[src/rtl/x_top_uart_link.sv]
// Buffered full-duplex UART link with TX/RX FIFOs, error reporting and internal loopback.
// Even parity is inserted and checked when X_TOP_UART_LINK_PARITY_EN is defined.
module x_top_uart_link #(
  parameter int unsigned p_clk_hz    = 1000000,
  parameter int unsigned p_baud      = 9600,
  parameter int unsigned p_data_bits = 8,
  parameter int unsigned p_tx_depth  = 4,
  parameter int unsigned p_rx_depth  = 4
) (
  input  logic                   i_clk,
  input  logic                   i_rst,
  input  logic [p_data_bits-1:0] i_data,
  input  logic                   i_valid,
  output logic                   o_accept,
  output logic [p_data_bits-1:0] o_data,
  output logic                   o_valid,
  input  logic                   i_accept,
  input  logic                   i_rx,
  output logic                   o_tx,
  input  logic                   i_loopback,
  output logic                   o_busy,
  output logic                   o_rx_overrun,
  output logic                   o_frame_err,
  output logic                   o_parity_err
);
  localparam int unsigned Div = p_clk_hz / p_baud;
  localparam int unsigned Cw  = $clog2(Div) + 1;
  localparam int unsigned Taw = $clog2(p_tx_depth);
  localparam int unsigned Raw = $clog2(p_rx_depth);
  localparam logic [Cw-1:0] DivLast  = Cw'(Div - 1);
  localparam logic [Cw-1:0] HalfLast = Cw'(Div / 2 - 1);
  localparam logic [3:0]    BitLast  = 4'(p_data_bits - 1);
  localparam logic [Taw:0]  TxFull   = p_tx_depth[Taw:0];
  localparam logic [Raw:0]  RxFull   = p_rx_depth[Raw:0];
`ifdef X_TOP_UART_LINK_PARITY_EN
  localparam bit ParityEn = 1'b1;
`else
  localparam bit ParityEn = 1'b0;
`endif

  typedef enum logic [2:0] {StIdle, StStart, StData, StParity, StStop} state_e;

  // ---------------- TX ----------------
  logic [p_data_bits-1:0] tx_mem [p_tx_depth];
  logic [Taw-1:0]         tx_wr_q, tx_rd_q;
  logic [Taw:0]           tx_cnt_q;
  logic                   tx_push, tx_pop, tx_div_end, tx_line;
  logic [p_data_bits-1:0] tx_head, tx_shift_q;
  state_e                 tx_state_q;
  logic [Cw-1:0]          tx_div_q;
  logic [3:0]             tx_bit_q;
  logic                   tx_par_q, tx_line_q, tx_q;

  assign o_accept   = (tx_cnt_q != TxFull);
  assign tx_push    = i_valid & o_accept;
  assign tx_div_end = (tx_div_q == DivLast);
  assign tx_head    = tx_mem[tx_rd_q];
  // Pop from IDLE, or at the end of STOP so frames run back to back.
  assign tx_pop     = (tx_cnt_q != '0) &&
                      ((tx_state_q == StIdle) || ((tx_state_q == StStop) && tx_div_end));
  assign o_busy     = (tx_cnt_q != '0) || (tx_state_q != StIdle);
  assign o_tx       = tx_q;

  always_ff @(posedge i_clk) begin
    if (tx_push) tx_mem[tx_wr_q] <= i_data;
  end

  always_ff @(posedge i_clk or posedge i_rst) begin
    if (i_rst) begin
      tx_wr_q  <= '0;
      tx_rd_q  <= '0;
      tx_cnt_q <= '0;
    end else begin
      if (tx_push) tx_wr_q <= tx_wr_q + 1'b1;
      if (tx_pop)  tx_rd_q <= tx_rd_q + 1'b1;
      if (tx_push && !tx_pop)      tx_cnt_q <= tx_cnt_q + 1'b1;
      else if (!tx_push && tx_pop) tx_cnt_q <= tx_cnt_q - 1'b1;
    end
  end

  always_comb begin
    case (tx_state_q)
      StStart:  tx_line = 1'b0;
      StData:   tx_line = tx_shift_q[0];
      StParity: tx_line = tx_par_q;
      default:  tx_line = 1'b1;
    endcase
  end

  always_ff @(posedge i_clk or posedge i_rst) begin
    if (i_rst) begin
      tx_state_q <= StIdle;
      tx_div_q   <= '0;
      tx_bit_q   <= '0;
      tx_shift_q <= '0;
      tx_par_q   <= 1'b0;
      tx_line_q  <= 1'b1;
      tx_q       <= 1'b1;
    end else begin
      tx_line_q <= tx_line;
      tx_q      <= tx_line | i_loopback;
      tx_div_q  <= tx_div_end ? '0 : tx_div_q + 1'b1;
      case (tx_state_q)
        StIdle: begin
          tx_div_q <= '0;
          if (tx_pop) begin
            tx_shift_q <= tx_head;
            tx_par_q   <= ^tx_head;
            tx_state_q <= StStart;
          end
        end
        StStart: if (tx_div_end) begin
          tx_bit_q   <= '0;
          tx_state_q <= StData;
        end
        StData: if (tx_div_end) begin
          tx_shift_q <= tx_shift_q >> 1;
          tx_bit_q   <= tx_bit_q + 1'b1;
          if (tx_bit_q == BitLast) tx_state_q <= ParityEn ? StParity : StStop;
        end
        StParity: if (tx_div_end) tx_state_q <= StStop;
        StStop: if (tx_div_end) begin
          if (tx_pop) begin
            tx_shift_q <= tx_head;
            tx_par_q   <= ^tx_head;
            tx_state_q <= StStart;
          end else begin
            tx_state_q <= StIdle;
          end
        end
        default: tx_state_q <= StIdle;
      endcase
    end
  end

  // ---------------- RX ----------------
  logic [p_data_bits-1:0] rx_mem [p_rx_depth];
  logic [Raw-1:0]         rx_wr_q, rx_rd_q;
  logic [Raw:0]           rx_cnt_q;
  logic [1:0]             rx_sync_q;
  logic                   rx_line, rx_prev_q, rx_div_end, rx_stop_hit;
  logic                   rx_par_bad, rx_full, rx_pop, rx_write;
  state_e                 rx_state_q;
  logic [Cw-1:0]          rx_div_q;
  logic [3:0]             rx_bit_q;
  logic [p_data_bits-1:0] rx_shift_q;
  logic                   rx_par_q, rx_frame_q, rx_par_err_q, rx_ovr_q;

  assign rx_line      = rx_sync_q[1];
  assign rx_div_end   = (rx_div_q == DivLast);
  assign rx_stop_hit  = (rx_state_q == StStop) && rx_div_end;
  assign rx_par_bad   = ParityEn && ((^rx_shift_q) != rx_par_q);
  assign rx_full      = (rx_cnt_q == RxFull);
  assign o_valid      = (rx_cnt_q != '0);
  assign rx_pop       = o_valid & i_accept;
  assign rx_write     = rx_stop_hit && rx_line && !rx_par_bad && (!rx_full || rx_pop);
  assign o_data       = o_valid ? rx_mem[rx_rd_q] : '0;
  assign o_frame_err  = rx_frame_q;
  assign o_parity_err = rx_par_err_q;
  assign o_rx_overrun = rx_ovr_q;

  // Loopback joins ahead of the synchroniser so both paths see identical timing.
  always_ff @(posedge i_clk or posedge i_rst) begin
    if (i_rst) begin
      rx_sync_q <= 2'b11;
      rx_prev_q <= 1'b1;
    end else begin
      rx_sync_q <= {rx_sync_q[0], i_loopback ? tx_line_q : i_rx};
      rx_prev_q <= rx_line;
    end
  end

  always_ff @(posedge i_clk) begin
    if (rx_write) rx_mem[rx_wr_q] <= rx_shift_q;
  end

  always_ff @(posedge i_clk or posedge i_rst) begin
    if (i_rst) begin
      rx_wr_q  <= '0;
      rx_rd_q  <= '0;
      rx_cnt_q <= '0;
    end else begin
      if (rx_write) rx_wr_q <= rx_wr_q + 1'b1;
      if (rx_pop)   rx_rd_q <= rx_rd_q + 1'b1;
      if (rx_write && !rx_pop)      rx_cnt_q <= rx_cnt_q + 1'b1;
      else if (!rx_write && rx_pop) rx_cnt_q <= rx_cnt_q - 1'b1;
    end
  end

  always_ff @(posedge i_clk or posedge i_rst) begin
    if (i_rst) begin
      rx_state_q   <= StIdle;
      rx_div_q     <= '0;
      rx_bit_q     <= '0;
      rx_shift_q   <= '0;
      rx_par_q     <= 1'b0;
      rx_frame_q   <= 1'b0;
      rx_par_err_q <= 1'b0;
      rx_ovr_q     <= 1'b0;
    end else begin
      rx_frame_q   <= 1'b0;
      rx_par_err_q <= 1'b0;
      rx_ovr_q     <= 1'b0;
      rx_div_q     <= rx_div_end ? '0 : rx_div_q + 1'b1;
      case (rx_state_q)
        // A falling edge needs a preceding 1, so a stuck-low line cannot re-arm.
        StIdle: begin
          rx_div_q <= '0;
          if (rx_prev_q && !rx_line) rx_state_q <= StStart;
        end
        StStart: if (rx_div_q == HalfLast) begin
          rx_div_q   <= '0;
          rx_bit_q   <= '0;
          rx_state_q <= rx_line ? StIdle : StData;
        end
        StData: if (rx_div_end) begin
          rx_shift_q <= {rx_line, rx_shift_q[p_data_bits-1:1]};
          rx_bit_q   <= rx_bit_q + 1'b1;
          if (rx_bit_q == BitLast) rx_state_q <= ParityEn ? StParity : StStop;
        end
        StParity: if (rx_div_end) begin
          rx_par_q   <= rx_line;
          rx_state_q <= StStop;
        end
        StStop: if (rx_div_end) begin
          rx_state_q   <= StIdle;
          rx_frame_q   <= !rx_line;
          rx_par_err_q <= rx_line && rx_par_bad;
          rx_ovr_q     <= rx_line && !rx_par_bad && rx_full && !rx_pop;
        end
        default: rx_state_q <= StIdle;
      endcase
    end
  end

endmodule

[config.mk]
export PLATFORM = sky130hd
export DESIGN_NAME = x_top_uart_link
export DESIGN_NICKNAME = d
export VERILOG_FILES = /design/src/rtl/x_top_uart_link.sv
export SDC_FILE = /design/constraint.sdc
export NUM_CORES = 1
export LEC_CHECK = 0
export ABC_AREA = 0
export BUFFER_PORTS_ARGS = -buffer_cell sky130_fd_sc_hd__buf_2
export CAP_MARGIN = 10
export CORE_AREA = 10 10 119 121
export CTS_BUF_LIST = sky130_fd_sc_hd__clkbuf_8
export CTS_CLUSTER_DIAMETER = 60
export DETAILED_ROUTE_END_ITERATION = 16
export DIE_AREA = 0 0 129 131
export HOLD_SLACK_MARGIN = 0.1
export PLACE_DENSITY = 0.66
export REMOVE_ABC_BUFFERS = 1
export SYNTH_ARGS = -nofsm -noshare
export SYNTH_HDL_FRONTEND = slang
export SYNTH_SLANG_ARGS = --single-unit
[constraint.sdc]
create_clock -name i_clk -period 3 [get_ports i_clk]
set_input_delay 0.6 -clock i_clk [delete_from_list [all_inputs] [get_ports i_clk]]
set_output_delay 0.6 -clock i_clk [all_outputs]
set_load 0.01 [all_outputs]
==> metrics.yaml, run 1 <==
power_and_ir_drop:
  vdd_ir_drop_max_v: 0.000458
  p_leak_nw: 2.69
  power_mw: 4.18
  p_per_area_nw_per_um2: 644
route:
  ant_nets: 0
  drc: 0
  vias_per_cell: 5.29
  drtIter0Drc: 258
  wl_per_cell_um: 15.2
  dr_total_vias: 3194
  wl_um: 9200
  firstDrtPassIters: 4
clocking:
  cts.path.max_buffers: 2
  post_cts_resized: 0
  cts.sinks: 132
  insertion_delay_ps: 430
  holdBufCountCts: 0
  cts-root-buf: "clkbuf_8"
  post_cts_buffers: 0
  cts_buffers: 17
  cts_tree: "built"
  ctsHtreeMaxLevel: 4
  clkSlewWorstSetupHoldPaths_ps: 70
synth:
  syn_inst: 412
  synth_top_area_share_pct: 33.1
  yosysWarnings: 0
  netlist.top_cell.by_area: "edfxtp_1"
  synth-edff-count: 64
  synth_area_um2: 5800
  yosys-top-cells-area: "edfxtp_1 (33%), dfrtp_1 (27%), mux4_2 (6.2%)"
  ys_ff_latch: 132
  ys_async_sr_fraction_pct: 51.5
  synthFlopType: "edfxtp_1"
  syn_area_per_cell_um2: 14.1
  ys_seq_area_share_pct: 62.6
  ys_types: 54
floorplanning:
  io_pins: 29
  initial_utilization_pct: 49.1
  die_h_um: 131
  num_rows: 40
  die_w_um: 129
  coreArea_um2: 11800
  dieArea_um2: 16900
placement:
  dpl-instance-area_um2: 6070
  dp_hpwl_um: 6160
  io_buffers: 27
  gp_congestion: 0.737
global_route:
  overflow: 0
  track_usage_pct: 11.9
  use_met2_pct: 19.7
  grt_max_degree: 69
  grt_use_met3_pct: 4.19
  use_met1_pct: 13.8
  busiest_layer: "met2"
  grt_antenna_before_repair: 0
  grt_pass1_wl_um: 15600
  grt_pass1_vias: 3253
sta:
  finalHoldViolCount: 0
  finalSetupTns_ps: 0
  slew_violations: 0
  finalCritPeriodShare_pct: 89.3
  setup_violations: 0
  grt_setup_unrepaired: "false"
  skew_ps: 7.56
  fmax_ghz: 0.373
  period_minus_slack_ps: 2680
  relSlewSlack_pct: 60.1
  worstMarginPinSlew_ps: 599
  worst_hold_slack_ps: 229
setup_path:
  rr_endpoint: "rx_cnt_q[2]"
  crit_required_ps: 3350
  rrSetupSlack_ps: 320
  crit_path_end_kind: "flip-flop"
  timing.rr.start: "rx_div_q[0]"
  reg2reg_depth: 10
  cp_max_fo: 8
  crit_path_start_kind: "flip-flop"
  critPathArrivalTime_ps: 3030
  crit_type: "flip-flop to flip-flop"
job:
  drv_cap: 0
finish:
  fin_area_um2: 6490
  layout.cells.most_common: "edfxtp_1"
  drive_gt1_share_pct: 25.2
  fillers: 974
  syn2layout_area_growth_pct: 12.0
  final_cell_mix: "edfxtp_1 (64), dfrtp_1 (63), nor2_1 (30)"
  diodes: 0
  post-route-util_pct: 55.0
  final_nets: 474
min_path:
  hold_class: "input pin to asynchronous set/reset pin"
outcome:
  outcome: "finished, final reports clean"
cell usage after synthesis (all sizes together), types with 2 or more instances:
master	n
clkbuf	10
and2	14
or3	4
or2	3
nor2b	4
nand2	23
nand2b	2
mux4	16
and4bb	2
inv	11
nand4b	2
xor2	11
ha	14
dfstp	5
and3	9
nor2	31
dfrtp	63
o21ai	14
edfxtp	64
fa	2
a21o	2
buf	7
nor3	7
nand3	12
a22o	2
mux2	27
a21oi	12
nor4b	2
xnor2	20
flip-flops by register name, summed over array words and instances (netlist names), 2 cells and up:
name,flops
tx_shift_q,8
rx_rd_q,2
tx_wr_q,2
rx_mem,32
rx_shift_q,8
rx_cnt_q,3
rx_bit_q,4
tx_rd_q,2
rx_sync_q,2
tx_bit_q,4
tx_div_q,8
rx_state_q,3
tx_mem,32
tx_cnt_q,3
tx_state_q,3
rx_div_q,8
rx_wr_q,2
power by group:
part           internal [mW]  switching [mW]  total (mW)
clock                  0.898           0.676        1.57
sequential              2.06          0.0987        2.16
combinational          0.206           0.242       0.448
how the worst max path moves through the flow:
stage                           start           to  slack [ps]  cells past startpoint
after global placement       i_accept  rx_cnt_q[1]         310                      7
final                     rx_div_q[0]  rx_cnt_q[2]         320                     10
after floorplan              i_accept  rx_cnt_q[1]         470                      6
after detailed placement     i_accept  rx_cnt_q[1]         240                      7
after CTS                  rx_rd_q[0]    o_data[6]         290                      3
after global routing      rx_div_q[0]  rx_cnt_q[2]         150                     10
layout make-up:
cell class,count,area [um^2],area share [%]
clock inverters,15,188,2.89
inverters,11,41.3,0.636
flip-flops and latches,132,3630,55.9
multi-input cells,252,2050,31.5
clock buffers,17,234,3.60
well taps,147,184,2.83
repair buffers,30,170,2.62
worst max-delay path: stages (launching register included):
cell and delay [ps]:
dfrtp_1 370, ha_1 240, and4bb_2 310, and4b_1 240, and4_1 330, ha_1 220
inv_1 60, fa_1 380, xor2_1 150, nor2_1 130, xor2_1 170
kinds of logic after synthesis:
kind of cell / after synthesis / share of synthesized area [%]
buffers and inverters: 28 / 2.11
adders and majority gates: 16 / 3.71
DFF: 132 / 62.6
AOI/OAI and AO/OA: 39 / 4.01
and+or+nand+nor: 122 / 11.4
other: 1 / 0.0647
xor gates and xnor gates: 31 / 4.68
muxes: 43 / 11.5
through the flow:
stage / std cells / setup slack (ps)
global placement: 572 / 312
finish: 604 / 322
detailed placement: 572 / 239
CTS: 604 / 287
floorplan: 395 / 474
global route: 604 / 147
per-layer routing:
layer	vias to the layer above	wire [um]
li1	1544	-
met1	1589	4140
met2	51	4560
met3	10	382
met4	0	113
met5	-	0
No activity file was read; power rests on OpenSTA's default activity.
==> run 2, diff against run 1 <==
--- a/config.mk
+++ b/config.mk
@@ -15,6 +15,7 @@
 export DIE_AREA = 0 0 129 131
 export HOLD_SLACK_MARGIN = 0.1
 export PLACE_DENSITY = 0.66
+export RECOVER_POWER = 50
 export REMOVE_ABC_BUFFERS = 1
 export SYNTH_ARGS = -nofsm -noshare
 export SYNTH_HDL_FRONTEND = slang
==> constraint.sdc (replaced) <==
create_clock -name i_clk -period 3.2 [get_ports i_clk]
set_input_delay 0.64 -clock i_clk [delete_from_list [all_inputs] [get_ports i_clk]]
set_output_delay 0.64 -clock i_clk [all_outputs]
set_load 0.01 [all_outputs]
==> run 2 against run 1 <==
Compared with the run above:
- register-to-register slack better by 40 ps
- critical path depth stayed put
- worst hold slack better by 140 ps
- worst setup slack better by 42 ps
- design area is 0.83% lower
- die area stayed put
- global-route usage is 0.16 points higher
- sequential cell count stayed put
- clock power is 11% lower
- largest power group unchanged
==> metrics.yaml, run 2 (synthesized netlist as in run 1, its figures left out) <==
outcome:
  outcome: "finished, final reports clean"
global_route:
  track_usage_pct: 12.0  # +0.16 points
  grt_pass1_wl_um: 15700  # +0.22%
  grt_pass1_vias: 3262  # +0.28%
  grt_max_degree: 33  # -52%
  overflow: 0  # unchanged
  grt_antenna_before_repair: 0  # unchanged
finish:
  diodes: 0  # unchanged
  final_cell_mix: "edfxtp_1 (64), dfrtp_1 (63), nor2_1 (30)"
  syn2layout_area_growth_pct: 11.0
  post-route-util_pct: 54.5  # -0.46 points
  drive_gt1_share_pct: 22.5  # -2.6 points
  final_nets: 474  # unchanged
  layout.cells.most_common: "edfxtp_1"
  largestRegisters: "rx_mem x32, tx_mem x32"
setup_path:
  crit_type: "flip-flop to flip-flop"
  reg2reg_depth: 10  # unchanged
  crit_required_ps: 3560  # +210 ps
  crit_path_end_kind: "flip-flop"
  cp_max_fo: 8  # unchanged
  crit_path_start_kind: "flip-flop"
  critPathArrivalTime_ps: 3190  # +160 ps
floorplanning:
  initial_utilization_pct: 49.1  # unchanged
  coreArea_um2: 11800  # unchanged
  die_h_um: 131  # unchanged
  io_pins: 29  # unchanged
  num_rows: 40  # unchanged
  die_w_um: 129  # unchanged
  dieArea_um2: 16900  # unchanged
placement:
  gp_congestion: 0.754  # +2.3%
  dp_hpwl_um: 6330  # +2.8%
  io_buffers: 27  # unchanged
sta:
  relSlewSlack_pct: 19.1  # -41 points
  finalSetupTns_ps: 0  # unchanged
  worstMarginPinSlew_ps: 1210  # +614 ps
  slew_violations: 0  # unchanged
  period_minus_slack_ps: 2840  # +158 ps
  finalHoldViolCount: 0  # unchanged
  skew_ps: 7.60  # +0.0397 ps
  fmax_ghz: 0.353  # -5.6%
  grt_setup_unrepaired: "false"
  finalCritPeriodShare_pct: 88.6  # -0.66 points
  setup_violations: 0  # unchanged
job:
  drv_cap: 0  # unchanged
clocking:
  holdBufCountCts: 0  # unchanged
  cts_tree: "built"
  insertion_delay_ps: 440  # about the same
  clkSlewWorstSetupHoldPaths_ps: 70  # about the same
  post_cts_buffers: 0  # unchanged
  cts.sinks: 132  # unchanged
  ctsHtreeMaxLevel: 4  # unchanged
  cts.path.max_buffers: 2  # unchanged
  post_cts_resized: 0  # unchanged
  cts_buffers: 17  # unchanged
  cts-root-buf: "clkbuf_8"
power_and_ir_drop:
  p_leak_nw: 2.64  # -1.9%
  p_per_area_nw_per_um2: 596  # -7.5%
  vdd_ir_drop_max_v: 0.000399  # -13%
route:
  drtIter0Drc: 240  # -7.0%
  ant_nets: 0  # unchanged
  drc: 0  # unchanged
  firstDrtPassIters: 4  # unchanged
  wl_um: 9390  # +2.1%
  wl_per_cell_um: 15.5  # +2.1%
  dr_total_vias: 3198  # +0.13%
  vias_per_cell: 5.29  # +0.13%
min_path:
  whs_path_depth: 0
  hold_class: "flip-flop to flip-flop"
## run 2: cell types whose count changed in the layout (fill, tap and decap cells not counted), sizes merged
cell / previous run / this run
buf: 30 / 20
clkbuf: 17 / 27
clkinvlp: 2 / 4
bufinv: 4 / 3
clkinv: 6 / 5
## run 2: where the power goes
part	internal [mW]	switching, mW
clock	0.760	0.627
combinational	0.191	0.233
sequential	1.93	0.0937
## run 2: layout make-up
type,count,area (um^2)
sequential,132,3630
timing repair buffer,30,140
fill,966,5370
clock inverter,15,164
tap,147,184
multi-input combinational,252,2050
clock buffer,17,234
inverter,11,41.3
## run 2: stage by stage
stage	cell area (um^2)	worst slack, ps	hold slack (ps)	std cells	power, mW
3_3_place_gp	6060	467	346	572	2.47
5_1_grt	6440	189	366	604	4.03
3_5_place_dp	6060	402	349	572	2.50
6_report	6440	364	364	604	3.84
2_1_floorplan	5720	634	345	395	2.37
4_1_cts	6460	375	290	604	3.91
## run 2: routing by layer
metal	part of all wire (%)	GRT usage [%]	routed length, um	vias up
met2	49	19.6	4590	47
met1	46	13.8	4320	1589
li1	-	-	-	1555
met4	0.68	5.69	64	0
met5	0	0	0	-
met3	4.5	4.55	418	7
## run 2: critical path: stages, from the launching register on
cell and delay [ps]:
dfrtp_1 360, ha_1 240, and4bb_2 310, and4b_1 340, and4_1 370, ha_1 240, inv_1 60, fa_1 380
xor2_1 160, nor2_1 140, xor2_1 160
## run 2: final timing paths
| kind | from | to | slack [ps] |
|---|---|---|---|
| max | rx_div_q[0] | rx_cnt_q[2] | 360 |
| max reg2reg | rx_div_q[0] | rx_cnt_q[2] | 360 |
| min reg2reg | rx_sync_q[0] | rx_sync_q[1] | 360 |
| min in group asynchronous | i_rst | rx_div_q[5] | 520 |
| max in group asynchronous | i_rst | tx_cnt_q[0] | 1090 |
| min | rx_sync_q[0] | rx_sync_q[1] | 360 |
==> run 3, diff against run 2 <==
--- a/config.mk
+++ b/config.mk
@@ -8,13 +8,15 @@
 export ABC_AREA = 0
 export BUFFER_PORTS_ARGS = -buffer_cell sky130_fd_sc_hd__buf_2
 export CAP_MARGIN = 10
-export CORE_AREA = 10 10 119 121
+export CELL_PAD_IN_SITES_DETAIL_PLACEMENT = 0
+export CELL_PAD_IN_SITES_GLOBAL_PLACEMENT = 2
+export CORE_AREA = 10 10 120 122
 export CTS_BUF_LIST = sky130_fd_sc_hd__clkbuf_8
 export CTS_CLUSTER_DIAMETER = 60
 export DETAILED_ROUTE_END_ITERATION = 16
-export DIE_AREA = 0 0 129 131
+export DIE_AREA = 0 0 130 132
 export HOLD_SLACK_MARGIN = 0.1
-export PLACE_DENSITY = 0.66
+export PLACE_DENSITY = 0.86
 export RECOVER_POWER = 50
 export REMOVE_ABC_BUFFERS = 1
 export SYNTH_ARGS = -nofsm -noshare
==> run 3 against run 2 <==
Compared with the run above:
- clock skew grew 3.7 ps
- critical path depth is the same
- worst hold slack gained 4.8 ps
- global-route usage is essentially flat
- worst setup slack gained 67 ps
- utilization shrank 0.28 points
- maximum frequency grew 2.4%
==> metrics.yaml, run 3 (synthesized netlist as in run 1, its figures left out) <==
outcome:
  outcome: "finished, final reports clean"
global_route:
  grt_max_degree: 37  # +12%
  grt_antenna_before_repair: 0  # unchanged
  overflow: 0  # unchanged
  grt_pass1_wl_um: 16100  # +2.4%
  busiest_layer: "met2"
  grt_use_met3_pct: 5.19  # +0.64 points
  use_met2_pct: 18.3  # -1.3 points
  track_usage_pct: 12.1  # +0.033 points
  use_met1_pct: 14.6  # +0.73 points
  grt_pass1_vias: 3328  # +2.0%
route:
  vias_per_cell: 5.29  # about the same
  wl_um: 9580  # +2.1%
  firstDrtPassIters: 5  # +1
  drc: 0  # unchanged
  ant_nets: 0  # unchanged
  drtIter0Drc: 173  # -28%
  wl_per_cell_um: 15.9  # +2.1%
  dr_total_vias: 3197  # -0.031%
finish:
  multiInputGateArea_um2: 2050  # unchanged
  largestRegisters: "rx_mem x32, tx_mem x32"
  syn2layout_area_growth_pct: 11.4
  final_cell_mix: "edfxtp_1 (64), dfrtp_1 (63), nor2_1 (30)"
  fin_cells: 604  # unchanged
  diodes: 0  # unchanged
  seqCellArea_um2: 3630  # unchanged
  drive_gt1_share_pct: 23.0  # +0.44 points
  fillers: 1007  # +4.2%
  final_nets: 474  # unchanged
  layout.cells.most_common: "edfxtp_1"
sta:
  finalCritPeriodShare_pct: 86.5  # -2.1 points
  fmax_ghz: 0.361  # +2.4%
  fin_ws_ps: 431  # +67.3 ps
  period_minus_slack_ps: 2770  # -67.3 ps
  slew_violations: 0  # unchanged
  worstMarginPinSlew_ps: 1400  # +188 ps
  setup_violations: 0  # unchanged
  finalHoldViolCount: 0  # unchanged
  finalSetupTns_ps: 0  # unchanged
  skew_ps: 11.3  # +3.68 ps
  relSlewSlack_pct: 6.56  # -13 points
  grt_setup_unrepaired: "false"
clocking:
  post_cts_buffers: 0  # unchanged
  ctsHtreeMaxLevel: 4  # unchanged
  clkSlewWorstSetupHoldPaths_ps: 70  # about the same
  cts_tree: "built"
  post_cts_resized: 0  # unchanged
  cts_buffers: 17  # unchanged
  insertion_delay_ps: 450  # about the same
  cts.sinks: 132  # unchanged
  cts.path.max_buffers: 2  # unchanged
  holdBufCountCts: 0  # unchanged
  cts-root-buf: "clkbuf_8"
setup_path:
  reg2reg_depth: 10  # unchanged
  crit_path_start_kind: "flip-flop"
  critPathArrivalTime_ps: 3150  # -40 ps
  crit_path_end_kind: "flip-flop"
  crit_type: "flip-flop to flip-flop"
  crit_required_ps: 3580  # +20 ps
  cp_max_fo: 8  # unchanged
job:
  drv_cap: 0  # unchanged
placement:
  io_buffers: 27  # unchanged
  gp_congestion: 0.733  # -2.9%
  dp_hpwl_um: 6460  # +2.0%
  dp.cells: 572  # unchanged
  place_ws_ps: 412  # +10.1 ps
floorplanning:
  die_h_um: 132  # +0.76%
  dieArea_um2: 17200  # +1.5%
  initial_utilization_pct: 48.7  # -0.41 points
  num_rows: 40  # unchanged
  die_w_um: 130  # +0.78%
  coreArea_um2: 11900  # +0.85%
  io_pins: 29  # unchanged
power_and_ir_drop:
  vdd_ir_drop_max_v: 0.000613  # +54%
  p_per_area_nw_per_um2: 607  # +1.8%
  p_leak_nw: 2.64  # about the same
min_path:
  whs_path_depth: 0  # unchanged
  hold_class: "flip-flop to flip-flop"
==> run 3: path summary, 6_finish.rpt <==
kind / startpoint / to / slack (ps)
min in group asynchronous: i_rst / rx_cnt_q[1] / 580
max in group asynchronous: i_rst / tx_shift_q[4] / 1090
setup / recovery: rx_div_q[0] / rx_cnt_q[2] / 430
hold reg to reg: rx_sync_q[0] / rx_sync_q[1] / 370
hold / removal: rx_sync_q[0] / rx_sync_q[1] / 370
setup reg to reg: rx_div_q[0] / rx_cnt_q[2] / 430
==> run 3: area by class of cell <==
cell class | count | area share [%]
multi-input combinational | 252 | 31.7
inverter | 11 | 0.639
tap | 147 | 2.85
clock inverter | 14 | 2.71
timing repair buffer | 30 | 2.11
sequential | 132 | 56.2
clock buffer | 18 | 3.83
==> run 3: worst max-delay path, stage by stage, from the launching register on <==
cell,delay (ps)
dfrtp_1,370
ha_1,240
and4bb_2,300
and4b_1,340
and4_1,380
ha_1,230
inv_1,60
fa_1,380
xor2_1,150
nor2_1,110
xor2_1,140
==> run 3: stage by stage <==
stage	power (mW)	instance area, um^2	utilization, %	hold slack, ps
6_report	3.92	6460	54.2	369
5_1_grt	4.12	6460	54.2	368
4_1_cts	3.98	6480	54.4	324
3_5_place_dp	2.50	6060	50.9	355
3_3_place_gp	2.48	6060	50.9	358
2_1_floorplan	2.37	5720	-	345
==> run 3: routing by layer <==
metal	share of wire [%]	wire, um
met2	47	4470
met3	5.2	496
met1	47	4490
met4	1.4	130
met5	0	0
==> run 3: where the power goes <==
| part | switching [mW] | internal (mW) |
|---|---|---|
| combinational | 0.237 | 0.191 |
| clock | 0.671 | 0.796 |
| sequential | 0.0925 | 1.93 |
| total | 1.00 | 2.92 |
